--- config.mk ---
export PLATFORM = sky130hd
export DESIGN_NAME = glide_scheduler_flat
export DESIGN_NICKNAME = d
export VERILOG_FILES = /design/src/rtl/glide_scheduler_if.sv /design/src/rtl/glide_scheduler.sv /design/src/flat_wrapper.sv
export SDC_FILE = /design/constraint.sdc
export NUM_CORES = 1
export LEC_CHECK = 0
export CELL_PAD_IN_SITES_DETAIL_PLACEMENT = 0
export CELL_PAD_IN_SITES_GLOBAL_PLACEMENT = 1
export CORE_ASPECT_RATIO = 1.2
export CORE_MARGIN = 1
export CORE_UTILIZATION = 42
export DETAILED_ROUTE_END_ITERATION = 6
export HOLD_SLACK_MARGIN = 0.06
export PLACE_DENSITY_LB_ADDON = 0.1
export SLEW_MARGIN = 10
export SYNTH_ARGS = -nofsm -noshare
export SYNTH_HDL_FRONTEND = slang
export SYNTH_SLANG_ARGS = --single-unit
--- constraint.sdc ---
create_clock -name CLK -period 5.44 [get_ports CLK]
set_input_delay 1.088 -clock CLK [delete_from_list [all_inputs] [get_ports CLK]]
set_output_delay 1.088 -clock CLK [all_outputs]
set_load 0.01 [all_outputs]
--- src/rtl/glide_scheduler_if.sv ---
// Bus bundle for glide_scheduler: note writes, key state, glide control and voice frequency outputs.
// master drives the control inputs, slave is the scheduler itself.
interface glide_scheduler_if;
   logic        Enable;
   logic        tick;
   logic        note_wr;
   logic [1:0]  note_voice;
   logic [15:0] note_freq;
   logic [3:0]  key_on;
   logic [15:0] glider;
   logic [15:0] freq0;
   logic [15:0] freq1;
   logic [15:0] freq2;
   logic [15:0] freq3;
   logic        busy;
   logic        done;
   logic        overrun;

   modport master (
      output Enable, tick, note_wr, note_voice, note_freq, key_on, glider,
      input  freq0, freq1, freq2, freq3, busy, done, overrun
   );

   modport slave (
      input  Enable, tick, note_wr, note_voice, note_freq, key_on, glider,
      output freq0, freq1, freq2, freq3, busy, done, overrun
   );
endinterface

--- src/rtl/glide_scheduler.sv ---
// Four-voice portamento scheduler: each tick walks the voices one per cycle, moving each
// current frequency toward its target by a shared step without ever overshooting or wrapping.
module glide_scheduler (
   input  logic             CLK,
   input  logic             RESET,
   glide_scheduler_if.slave bus
);

   typedef enum logic [1:0] {
      IDLE = 2'd0,
      SCAN = 2'd1,
      DONE = 2'd2
   } state_t;

   state_t      state_q, state_d;
   logic [1:0]  idx_q, idx_d;
   logic [15:0] tgt_q [4];
   logic [15:0] tgt_d [4];
   logic [15:0] cur_q [4];
   logic [15:0] cur_d [4];
   logic [3:0]  kprev_q, kprev_d;
   logic        overrun_q, overrun_d;
   logic        busy;
   logic [15:0] step_val [4];

   // Per-voice step result, evaluated for all voices; only voice idx_q is committed.
   genvar gi;
   generate
      for (gi = 0; gi < 4; gi++) begin : g_voice
         logic        cur_above;
         logic [15:0] diff;
         logic [15:0] moved;
         logic [15:0] nxt;

         assign cur_above = cur_q[gi] > tgt_q[gi];
         assign diff      = cur_above ? (cur_q[gi] - tgt_q[gi]) : (tgt_q[gi] - cur_q[gi]);
         // Only used when diff > glider, so neither direction can leave the range.
         assign moved     = cur_above ? (cur_q[gi] - bus.glider) : (cur_q[gi] + bus.glider);

         always_comb begin
            nxt = cur_q[gi];
            if (bus.key_on[gi]) begin
               if (!kprev_q[gi] || (bus.glider == 16'd0) || (diff <= bus.glider)) begin
                  nxt = tgt_q[gi];
               end else begin
                  nxt = moved;
               end
            end
         end

         assign step_val[gi] = nxt;
      end
   endgenerate

   always_ff @(posedge CLK or negedge RESET) begin
      if (!RESET) begin
         state_q   <= IDLE;
         idx_q     <= 2'd0;
         kprev_q   <= 4'd0;
         overrun_q <= 1'b0;
         for (int v = 0; v < 4; v++) begin
            tgt_q[v] <= 16'd0;
            cur_q[v] <= 16'd0;
         end
      end else begin
         state_q   <= state_d;
         idx_q     <= idx_d;
         kprev_q   <= kprev_d;
         overrun_q <= overrun_d;
         for (int v = 0; v < 4; v++) begin
            tgt_q[v] <= tgt_d[v];
            cur_q[v] <= cur_d[v];
         end
      end
   end

   always_comb begin
      state_d = state_q;
      idx_d   = idx_q;
      case (state_q)
         IDLE: begin
            if (bus.tick && bus.Enable) begin
               state_d = SCAN;
               idx_d   = 2'd0;
            end
         end
         SCAN: begin
            if (!bus.Enable) begin
               state_d = IDLE;
               idx_d   = 2'd0;
            end else begin
               idx_d = idx_q + 2'd1;
               if (idx_q == 2'd3) begin
                  state_d = DONE;
               end
            end
         end
         DONE: begin
            state_d = IDLE;
         end
         default: begin
            state_d = IDLE;
            idx_d   = 2'd0;
         end
      endcase
   end

   // Voice step reads tgt_q, so a same-cycle note write only takes effect on the next scan.
   always_comb begin
      for (int v = 0; v < 4; v++) begin
         tgt_d[v] = tgt_q[v];
         cur_d[v] = cur_q[v];
      end
      kprev_d   = kprev_q;
      overrun_d = overrun_q | (bus.tick & busy);

      if (bus.note_wr) begin
         tgt_d[bus.note_voice] = bus.note_freq;
      end

      if (!bus.Enable) begin
         for (int v = 0; v < 4; v++) begin
            cur_d[v] = tgt_q[v];
         end
         kprev_d = bus.key_on;
      end else if (state_q == SCAN) begin
         cur_d[idx_q]   = step_val[idx_q];
         kprev_d[idx_q] = bus.key_on[idx_q];
      end
   end

   always_comb begin
      busy        = (state_q != IDLE);
      bus.busy    = busy;
      bus.done    = (state_q == DONE);
      bus.overrun = overrun_q;
      bus.freq0   = bus.Enable ? cur_q[0] : tgt_q[0];
      bus.freq1   = bus.Enable ? cur_q[1] : tgt_q[1];
      bus.freq2   = bus.Enable ? cur_q[2] : tgt_q[2];
      bus.freq3   = bus.Enable ? cur_q[3] : tgt_q[3];
   end

endmodule

--- src/flat_wrapper.sv ---
// flat-port wrapper written by rule: the top's interface ports become plain ports
module glide_scheduler_flat 
  (CLK, RESET, bus_Enable, bus_tick, bus_note_wr, bus_note_voice, bus_note_freq, bus_key_on, bus_glider, bus_freq0, bus_freq1, bus_freq2, bus_freq3, bus_busy, bus_done, bus_overrun);
  glide_scheduler_if bus_i ();
  input  logic CLK;
  input  logic RESET;
  input wire logic [$bits(bus_i.Enable)-1:0] bus_Enable;
  input wire logic [$bits(bus_i.tick)-1:0] bus_tick;
  input wire logic [$bits(bus_i.note_wr)-1:0] bus_note_wr;
  input wire logic [$bits(bus_i.note_voice)-1:0] bus_note_voice;
  input wire logic [$bits(bus_i.note_freq)-1:0] bus_note_freq;
  input wire logic [$bits(bus_i.key_on)-1:0] bus_key_on;
  input wire logic [$bits(bus_i.glider)-1:0] bus_glider;
  output wire logic [$bits(bus_i.freq0)-1:0] bus_freq0;
  output wire logic [$bits(bus_i.freq1)-1:0] bus_freq1;
  output wire logic [$bits(bus_i.freq2)-1:0] bus_freq2;
  output wire logic [$bits(bus_i.freq3)-1:0] bus_freq3;
  output wire logic [$bits(bus_i.busy)-1:0] bus_busy;
  output wire logic [$bits(bus_i.done)-1:0] bus_done;
  output wire logic [$bits(bus_i.overrun)-1:0] bus_overrun;
  assign bus_i.Enable = bus_Enable;
  assign bus_i.tick = bus_tick;
  assign bus_i.note_wr = bus_note_wr;
  assign bus_i.note_voice = bus_note_voice;
  assign bus_i.note_freq = bus_note_freq;
  assign bus_i.key_on = bus_key_on;
  assign bus_i.glider = bus_glider;
  assign bus_freq0 = bus_i.freq0;
  assign bus_freq1 = bus_i.freq1;
  assign bus_freq2 = bus_i.freq2;
  assign bus_freq3 = bus_i.freq3;
  assign bus_busy = bus_i.busy;
  assign bus_done = bus_i.done;
  assign bus_overrun = bus_i.overrun;
  glide_scheduler u_core (.CLK(CLK), .RESET(RESET), .bus(bus_i));
endmodule
# Yosys cells after proc, flatten, opt, wreduce, memory -nomap -nowiden
# Cells that the tools add are included.
# totals
rom_bits	0
elab_cells	120
ramBits	0
ff_bits	137
output_inout_bits	67
n_memories	0
latch_bits	0
# op_classes
magnitude_cmp	14
n_mul	0
mux	45
add_sub_neg	17
bitwise_logic	5
div_mod_pow	0
eq_ne	6
reduce_logical	21
n_shift	0
# op_table
op	count
16-bit two-way mux	24
16-bit subtractor	12
64-bit bitwise mux	2
64-bit two-way mux	2
16-bit adder	4
16-bit demux with 2-bit select	2
16-bit > comparator	4
16-bit <= comparator	4
16-bit binary-select mux with 2-bit select	1
16-bit zero test	1
2-bit two-way mux	5
1-bit logical OR	8
4-bit two-way mux	2
3-bit >= comparator, second input constant	2
3-bit by 1-bit less-than comparator with 1-bit output, second input constant	2
2-bit inverter with 3-bit output	2
2-bit case mux with 3 select lines	1
4-bit bitwise mux	1
2-bit equality test, second input constant	2
1-bit logical AND	4
1-bit zero test	4
2-bit by 1-bit inequality test with 1-bit output, second input constant	2
2-bit case mux with 2 select lines	1
2-bit AND reduction	2
other kinds (13)	14

# Depth between registers and ports, before layout
# logic_depth
word_depth	12
ltp_mapped	28

# Least setup slack after synthesis
# OpenSTA, ideal clock, no wires.
# synth_path
path_type	register to register
from	register u_core.cur_q[0] (netlist name)
to	register u_core.cur_q[10] (netlist name)
period_less_slack_ns	5.813
path_buffers	2
path_stages_with_launch	27
arrival_time_ns	5.722
slack_ns	-0.373
path_cell_list	dfrtp_1 -> inv_1 -> ha_1 -> inv_1 -> fa_1 -> a21o_1 -> o21a_1 -> o221ai_1 -> a21o_1 -> buf_2 -> mux2i_1 -> a31oi_1 -> nor4_1 -> o31ai_1 -> a221oi_1 -> xnor2_1 -> ha_1 -> nand3_1 -> or3_1 -> nor2_1 -> a221o_1 -> buf_1 -> nand2_4 -> or4b_2 -> nand4_1 -> a22oi_1 -> o221ai_1
# synth_between
elab_chain_cells	12
word_cells_on_any_way	17
cone_classes	add/sub (4); order compare (2); mux (10); reduce/logical (1)
# synth_rtl
element	line	source
from (decl)	glide_scheduler.sv:19	logic [15:0] cur_q [4];
from (signal, indexed assignment)	glide_scheduler.sv:72	cur_q[v] <= cur_d[v];
16-bit subtractor / 16-bit > comparator (equally long branches)	glide_scheduler.sv:36, glide_scheduler.sv:35	
16-bit two-way mux	glide_scheduler.sv:36	assign diff = cur_above ? (cur_q[gi] - tgt_q[gi]) : (tgt_q[gi] - cur_q[gi]);
16-bit <= comparator	glide_scheduler.sv:43	if (!kprev_q[gi] || (bus.glider == 16'd0) || (diff <= bus.glider)) begin
1-bit logical OR	glide_scheduler.sv:43	
16-bit two-way mux *	glide_scheduler.sv:43	
16-bit two-way mux *	glide_scheduler.sv:42	if (bus.key_on[gi]) begin
16-bit binary-select mux with 2-bit select *	glide_scheduler.sv:127	cur_d[idx_q] = step_val[idx_q];
16-bit two-way mux (implied by the code) * (2 in series)	glide_scheduler.sv:127	
64-bit bitwise mux *	glide_scheduler.sv:127	
64-bit two-way mux *	glide_scheduler.sv:126	end else if (state_q == SCAN) begin
64-bit two-way mux *	glide_scheduler.sv:121	if (!bus.Enable) begin
# Mark *: on every way between the ends. The rest lies on a longest branch, timed or not. The select of a mux whose other input is x is not followed.
# A chain may end at the register's enable or synchronous reset.

# Worst setup path after layout
# layout_path
from	register u_core.cur_q[0] (netlist name)
to	register u_core.cur_q[51] (netlist name)
# The elaborated chain is that of the path after synthesis.

==> metrics.md <==
| Metric | Value |
|---|---|
| Cell Rows | `85` |
| GRT Util Overall | `0.4470` |
| Status | `complete, but fails checks` |
| RSZ-0062 raised after global routing | `true` |
| Die W | `196.7 um` |
| Post-Syn Instances | `2481` |
| Crit path max fanout | `6` |
| Largest net degree at the start of global routing | `65` |
| Critical path required time | `5770 ps` |
| Fin nets | `3597` |
| Cell with the most instances after synthesis | `nand2_1` |
| Fillers | `3996` |
| Crit end category | `register` |
| # IOs | `110` |
| Netlist cell types | `99` |
| Via density | `6.025` |
| Clock transition at the registers of the reported paths | `70 ps` |
| H-Tree Depth | `4` |
| CTS Sinks | `137` |
| Crit path kind | `reg2reg` |
| First-pass GRT wire length | `150600 um` |
| Most used cell, CP | `buf_4` |
| Maximum VDD drop | `0.2820 mV` |
| Startpoint Class | `register` |
| Finished Layout Cells | `3916` |
| Synth Cell Area | `0.01910 mm^2` |
| CP Buf/Inv Count | `9` |
| Clock Skew | `9.646 ps` |
| Post-DP HPWL | `80620 um` |
| Final ANT Viol Nets | `0` |
| Fmax | `0.1654 GHz` |
| Layout cells sized above 1 | `0.3462` |
| Routed len/inst | `26.43 um` |
| DRC Markers | `0` |
| DRT Wirelength | `103500 um` |
| Area contributors post-synth | `dfrtp_1 18%, ha_1 17%, nand2_1 5.7%` |
| Final hold violations | `0` |
| Worst-margin pin slew | `1051 ps` |
| Sequential area share after synthesis | `0.1795` |
| Power per cell area | `567.9 mW/mm^2` |
| Clk buf depth | `2` |
| PnR worst setup slack | `-606.7 ps` |
| Gr ovfl total | `0` |
| Violations in the final reports | `setup timing` |
| Post-synth top flop | `dfrtp_1` |
| Post-route cell area | `0.02886 mm^2` |
| Commonest cells post-synth | `289 x nand2_1, 253 x ha_1, 203 x inv_1` |
| Area grow syn2layout | `51.07%` |
| Total CTS buffers | `17` |
| Period utilisation layout | `1.112` |
| Starting Density | `0.4256` |
| GPL Wtd Cong | `1.140` |
| Vias | `23590` |
| Fraction of registers with async set/reset | `1.000` |
| Critical path's top delay family | `compound AO/OA/AOI/OAI gates` |
| Tmin final | `6047 ps` |
| Hold Crit Class | `reg2reg` |
| Syn Area/Cell | `7.699 um^2` |
| Initial antenna violation count | `7` |
| Core ar. | `0.04488 mm^2` |
| #FFs+latches synth | `137` |
| Die Ht | `235.6 um` |
| Dpl cell area | `0.02618 mm^2` |
| Leak pwr | `13.66 nW` |
| Post-CTS Hold Fix Bufs | `0` |
| Max-Slew Margin vs Limit | `0.2976` |
| CP Data Arrival Time | `6370 ps` |
| Post-synth EDFFs | `0` |
| CTS tree | `done` |
| I/O Buffers | `109` |
| Vias in the first global route | `23440` |
| Yosys warns | `0` |
| Root buf cell | `clkbuf_16` |
| CP peak stage delay | `420 ps` |
| DR iter-0 viols | `2541` |
| Top-area cell type share of the netlist area | `0.1795` |
| Critical-path top delay cell | `a211oi_4` |
| Max Transition Viols Final | `0` |
| TritonRoute pass-1 iters | `7` |
| Clk_lat worst skew | `480 ps` |
| Post-synth top area cell | `dfrtp_1` |
| Die area | `0.04634 mm^2` |
| Max Cap Violations | `0` |
| Syn_nets | `2789` |
| Final setup vio count | `64` |
| Cells after DPL | `3822` |
[cell families after synthesis]
family	share of synthesized area
compound gates	0.2581
xor+xnor	0.06695
fa+ha+maj	0.1783
buf+inv	0.06518
flops	0.1795
mux	0.05424
simple gates	0.1978
[cell type report]
| type | count | area [um^2] | share of cell area |
|---|---|---|---|
| inverters | 206 | 773.2 | 0.02680 |
| well taps | 609 | 762.0 | 0.02641 |
| repair buffers | 901 | 7289 | 0.2526 |
| clock buffers | 19 | 442.9 | 0.01535 |
| clock inverters | 13 | 191.4 | 0.006634 |
| diodes | 5 | 12.51 | 0.0004336 |
| flip-flops and latches | 137 | 3428 | 0.1188 |
| multi-input cells | 2026 | 15960 | 0.5530 |
[path summary, 6_finish.rpt]
| check | from | endpoint | slack (ps) | cells past startpoint |
|---|---|---|---|---|
| worst min register to register | u_core.bus.overrun | u_core.bus.overrun | 480 | 1 |
| max in group asynchronous | RESET | u_core.cur_q[24] | 3720 | 2 |
| worst max-delay path | u_core.cur_q[0] | u_core.cur_q[51] | -610 | 31 |
| worst min-delay path | u_core.bus.overrun | u_core.bus.overrun | 480 | 1 |
| min in group asynchronous | RESET | u_core.cur_q[38] | 580 | 1 |
| worst max register to register | u_core.cur_q[0] | u_core.cur_q[51] | -610 | 31 |
[cell usage in the layout, fill, tap and decap left out, drive strengths merged, types with 10 or more instances in the layout]
cell           netlist  final
a211o               13     13
a211oi              35     35
a21o                45     45
a21oi              179    179
a221oi              11     11
a31oi               40     40
and2                16     18
and3                22     22
buf                 24    794
clkbuf              90     19
clkdlybuf4s50        0    106
dfrtp              137    137
fa                  12     12
ha                 253    253
inv                203    205
mux2                66     66
mux2i               27     27
nand2              292    292
nand2b              34     34
nand3               64     64
nand4               27     27
nor2               157    157
nor2b               31     31
nor3                52     52
nor4                15     15
o211ai              31     31
o21a                32     32
o21ai              164    164
o221ai              25     25
o22a                18     18
o22ai               13     13
o31ai               29     29
or2                 10     10
or3                 29     29
xnor2              116    116
xor2                30     30
[layer usage]
| metal | up-vias | wire length, um | track usage |
|---|---|---|---|
| met3 | 367 | 9363 | 0.09298 |
| met1 | 11310 | 39420 | 0.5413 |
| met5 | - | 0 | 0 |
| li1 | 10600 | - | - |
| met2 | 1321 | 45750 | 0.6974 |
| met4 | 0 | 8969 | 0.3310 |
[worst register-to-register path, delay by kind of cell (launching register included)]
family          cells  cell delay [ps]
compound gates     13             2680
buf+inv             9             1180
fa+ha+maj           3              830
simple gates        4              450
flops               1              380
mux                 1              250
xor+xnor            1              140
[state kept, by name, summed over array words and instances (netlist names)]
signal / cells
u_core.tgt_q: 64
u_core.state_q: 2
u_core.idx_q: 2
u_core.bus.overrun: 1
u_core.kprev_q: 4
u_core.cur_q: 64
[timing repair]
action | CTS | global route
resized for setup | 238 | 77
setup buffers | 43 | 20
cloned | 3 | 0
pin swaps | 103 | 52
setup endpoints to repair | 64 | 64
[metrics by stage]
step	worst slack (ps)	hold WS (ps)	setup TNS (ps)	total power, mW	util
final	-606.7	477.3	-30470	16.39	0.6430
after global routing	-815.6	495.4	-44520	17.31	0.6427
after CTS	-407.3	475.7	-18670	15.63	0.6307
after detailed placement	-1017	455.5	-49060	13.16	0.5833
after global placement	-1020	447.8	-44460	12.96	0.5833
after floorplan	0.6870	479.4	0	7.708	-
[power by group]
group	leakage, nW	internal (mW)	switching (mW)	total [mW]
Clock	0.300	0.783	0.562	1.34
Sequential	1.65	1.21	0.159	1.37
Combinational	11.7	6.46	7.21	13.7
No activity file was read; power rests on OpenSTA's default activity.
==> RTL change, RTL diff (config.mk and constraints unchanged) <==
Re-encode `state_t` (3 states) as one-hot, 3 bits wide.
--- a/src/rtl/glide_scheduler.sv
+++ b/src/rtl/glide_scheduler.sv
@@ -8,6 +8,6 @@
 
-   typedef enum logic [1:0] {
-      IDLE = 2'd0,
-      SCAN = 2'd1,
-      DONE = 2'd2
+   typedef enum logic [2:0] {
+      IDLE = 3'b001,
+      SCAN = 3'b010,
+      DONE = 3'b100
    } state_t;
Function: same outputs for any inputs over 4 cycles, from zero or initial values and one cycle with RESET low; so few cycles prove little.
==> RTL change against the original RTL <==
- the flow still finishes with violations (setup timing)
- setup slack got worse by 0.0092 ns
- global-route usage shrank 5.9 points
- power shrank 19%
- area after synthesis fell by 0.79%
- combinational power down 23%
- first-iteration DRC count fell by 28%
- die area decreased by 0.79%
- final area decreased by 7.7%
- via count decreased by 10%
- wire length is 13% lower
- cell count fell by 8.4%
- largest cell class unchanged
- sequential cell count is 1 higher
==> RTL change: results (changes against the original RTL) <==
| Metric | Value |
|---|---|
| First-pass iteration count of the detailed router | `5 (was 7)` |
| Final net count | `3323 (was 3597)` |
| Sequential element share of the synthesized area | `0.182 (was 0.179)` |
| Biggest area contributors in the synthesized netlist | `sky130_fd_sc_hd__dfrtp_1 (18%), sky130_fd_sc_hd__ha_1 (17%), sky130_fd_sc_hd__xnor2_1 (5.6%) (was sky130_fd_sc_hd__dfrtp_1 (18%), sky130_fd_sc_hd__ha_1 (17%), sky130_fd_sc_hd__nand2_1 (5.7%))` |
| First-iteration detailed-routing DRC count | `1836 (was 2541)` |
| R2R Path Start | `u_core.cur_q[16]$_DFFE_PN0P_ (was u_core.cur_q[0]$_DFFE_PN0P_)` |
| Status | `complete, but fails checks (unchanged)` |
| Crit path DAT | `6.42 ns (was 6.37 ns)` |
| Initial antenna violation count | `8 (was 7)` |
| Net count after synthesis | `2703 (was 2789)` |
| Remaining max-slew budget at the tightest pin | `0.201 (was 0.298)` |
| Total negative setup slack | `-32.25 ns (was -30.47 ns)` |
| Via count | `21161 (was 23594)` |
| CP Max Fanout | `7 (was 6)` |
| Static leakage | `0.0126 uW (was 0.0137 uW)` |
| Multiplexer share of the synthesized area | `0.0744 (was 0.0542)` |
| Post-synthesis xor/xnor area fraction | `0.0719 (was 0.0669)` |
| Depth of the worst register-to-register path | `28 (was 31)` |
| Sw Pwr | `6080 uW (was 7930 uW)` |
| Worst slack, placed | `-0.768 ns (was -1.02 ns)` |
| Number of library cell types mapped by synthesis | `97 (was 99)` |
| Fraction of layout instances using a drive strength above 1 | `0.294 (was 0.346)` |
| Stage delay of the slowest cell on the critical path | `0.65 ns (was 0.42 ns)` |
| Endpoint of the most critical register-to-register path | `u_core.cur_q[18]$_DFFE_PN0P_ (was u_core.cur_q[51]$_DFFE_PN0P_)` |
| Average detailed-routed wire length per instance | `25.1 um (was 26.4 um)` |
| Post-Synth Adder-Cell Area | `0.180 (was 0.178)` |
| Maximum resistive drop on vdd | `0.254 mV (was 0.282 mV)` |
| GR Util All Layers | `0.388 (was 0.447)` |
| Number of failing setup endpoints in the final timing report | `64 (unchanged)` |
| Share of the synthesized area in compound gates (AO/OA/AOI/OAI) | `0.244 (was 0.258)` |
| Post-detailed-placement half-perimeter wirelength | `70100 um (was 80600 um)` |
| Top cells by count, synth | `sky130_fd_sc_hd__nand2_1 (284), sky130_fd_sc_hd__ha_1 (253), sky130_fd_sc_hd__inv_1 (194), sky130_fd_sc_hd__a21oi_1 (158), sky130_fd_sc_hd__o21ai_0 (157) (was sky130_fd_sc_hd__nand2_1 (289), sky130_fd_sc_hd__ha_1 (253), sky130_fd_sc_hd__inv_1 (203), sky130_fd_sc_hd__a21oi_1 (176), sky130_fd_sc_hd__nor2_1 (155))` |
| Violations in the final reports | `setup timing (unchanged)` |
| Final clock skew | `0.0187 ns (was 0.00965 ns)` |
| Setup slack of the critical path after layout | `-0.616 ns (was -0.607 ns)` |
RTL change: metal layers:
layer	vias up	part of all wire	GRT usage
met5	-	0.00033	0
met1	10217	0.41	0.494
met4	4	0.072	0.243
met3	232	0.075	0.0746
li1	9803	-	-
met2	905	0.44	0.600
RTL change: what timing repair did:
action                     CTS  global route
hold buffers                 0             0
buffers inserted            10            22
gates resized for setup     53           159
pin swaps                   17            62
cloned                       1             2
setup endpoints to repair   64            64
RTL change: worst max-delay path: cells and delay by family, from the launching register on:
kind / cells / cell delay [ns]
compound gates: 12 / 2.43
simple gates: 6 / 0.95
xor+xnor: 1 / 0.12
buf+inv: 5 / 0.56
mux: 1 / 0.65
flops: 1 / 0.38
fa+ha+maj: 3 / 0.86
RTL change: worst min-delay path by stage:
stage,startpoint,endpoint,slack (ns)
3_5_place_dp,u_core.bus.overrun$_DFF_PN0_,u_core.bus.overrun$_DFF_PN0_,0.44
6_report,u_core.bus.overrun$_DFF_PN0_,u_core.bus.overrun$_DFF_PN0_,0.46
5_1_grt,u_core.bus.overrun$_DFF_PN0_,u_core.bus.overrun$_DFF_PN0_,0.48
2_1_floorplan,u_core.bus.overrun$_DFF_PN0_,u_core.bus.overrun$_DFF_PN0_,0.49
4_1_cts,u_core.bus.overrun$_DFF_PN0_,u_core.bus.overrun$_DFF_PN0_,0.46
3_3_place_gp,u_core.bus.overrun$_DFF_PN0_,u_core.bus.overrun$_DFF_PN0_,0.44
RTL change: cells by family after synthesis:
group | after synthesis
AND/OR/NAND/NOR | 711
AO/OA/AOI/OAI | 679
buffers and inverters | 323
adder cells (fa/ha/maj) | 265
XOR/XNOR | 154
flip-flops | 138
multiplexers | 125
RTL change: metrics by stage:
| stage | power, uW | hold slack, ns | utilization | instances |
|---|---|---|---|---|
| 2_1_floorplan | 6900 | 0.493 | - | 2395 |
| 3_3_place_gp | 10700 | 0.440 | 0.560 | 3520 |
| 3_5_place_dp | 10800 | 0.444 | 0.560 | 3520 |
| 4_1_cts | 12400 | 0.458 | 0.581 | 3561 |
| 5_1_grt | 14100 | 0.480 | 0.603 | 3585 |
| 6_report | 13200 | 0.460 | 0.603 | 3589 |
RTL change: power by group through the flow:
stage	sequential (uW)	combinational, uW	clock (uW)
floorplan	1390	5510	0
detailed placement	1380	9430	0
finish	1370	10600	1250
CTS	1360	9730	1260
global route	1390	11400	1300
global placement	1370	9310	0
RTL change: final cells by class:
type / instances / area (um^2) / share of cell area
Multi-Input combinational cell: 1934 / 15100 / 0.567
Sequential cell: 138 / 3460 / 0.130
Antenna cell: 4 / 10.0 / 0.000376
Clock inverter: 8 / 120 / 0.00451
Clock buffer: 22 / 464 / 0.0174
Timing Repair Buffer: 725 / 6040 / 0.227
Inverter: 199 / 747 / 0.0281
Tap cell: 559 / 699 / 0.0263
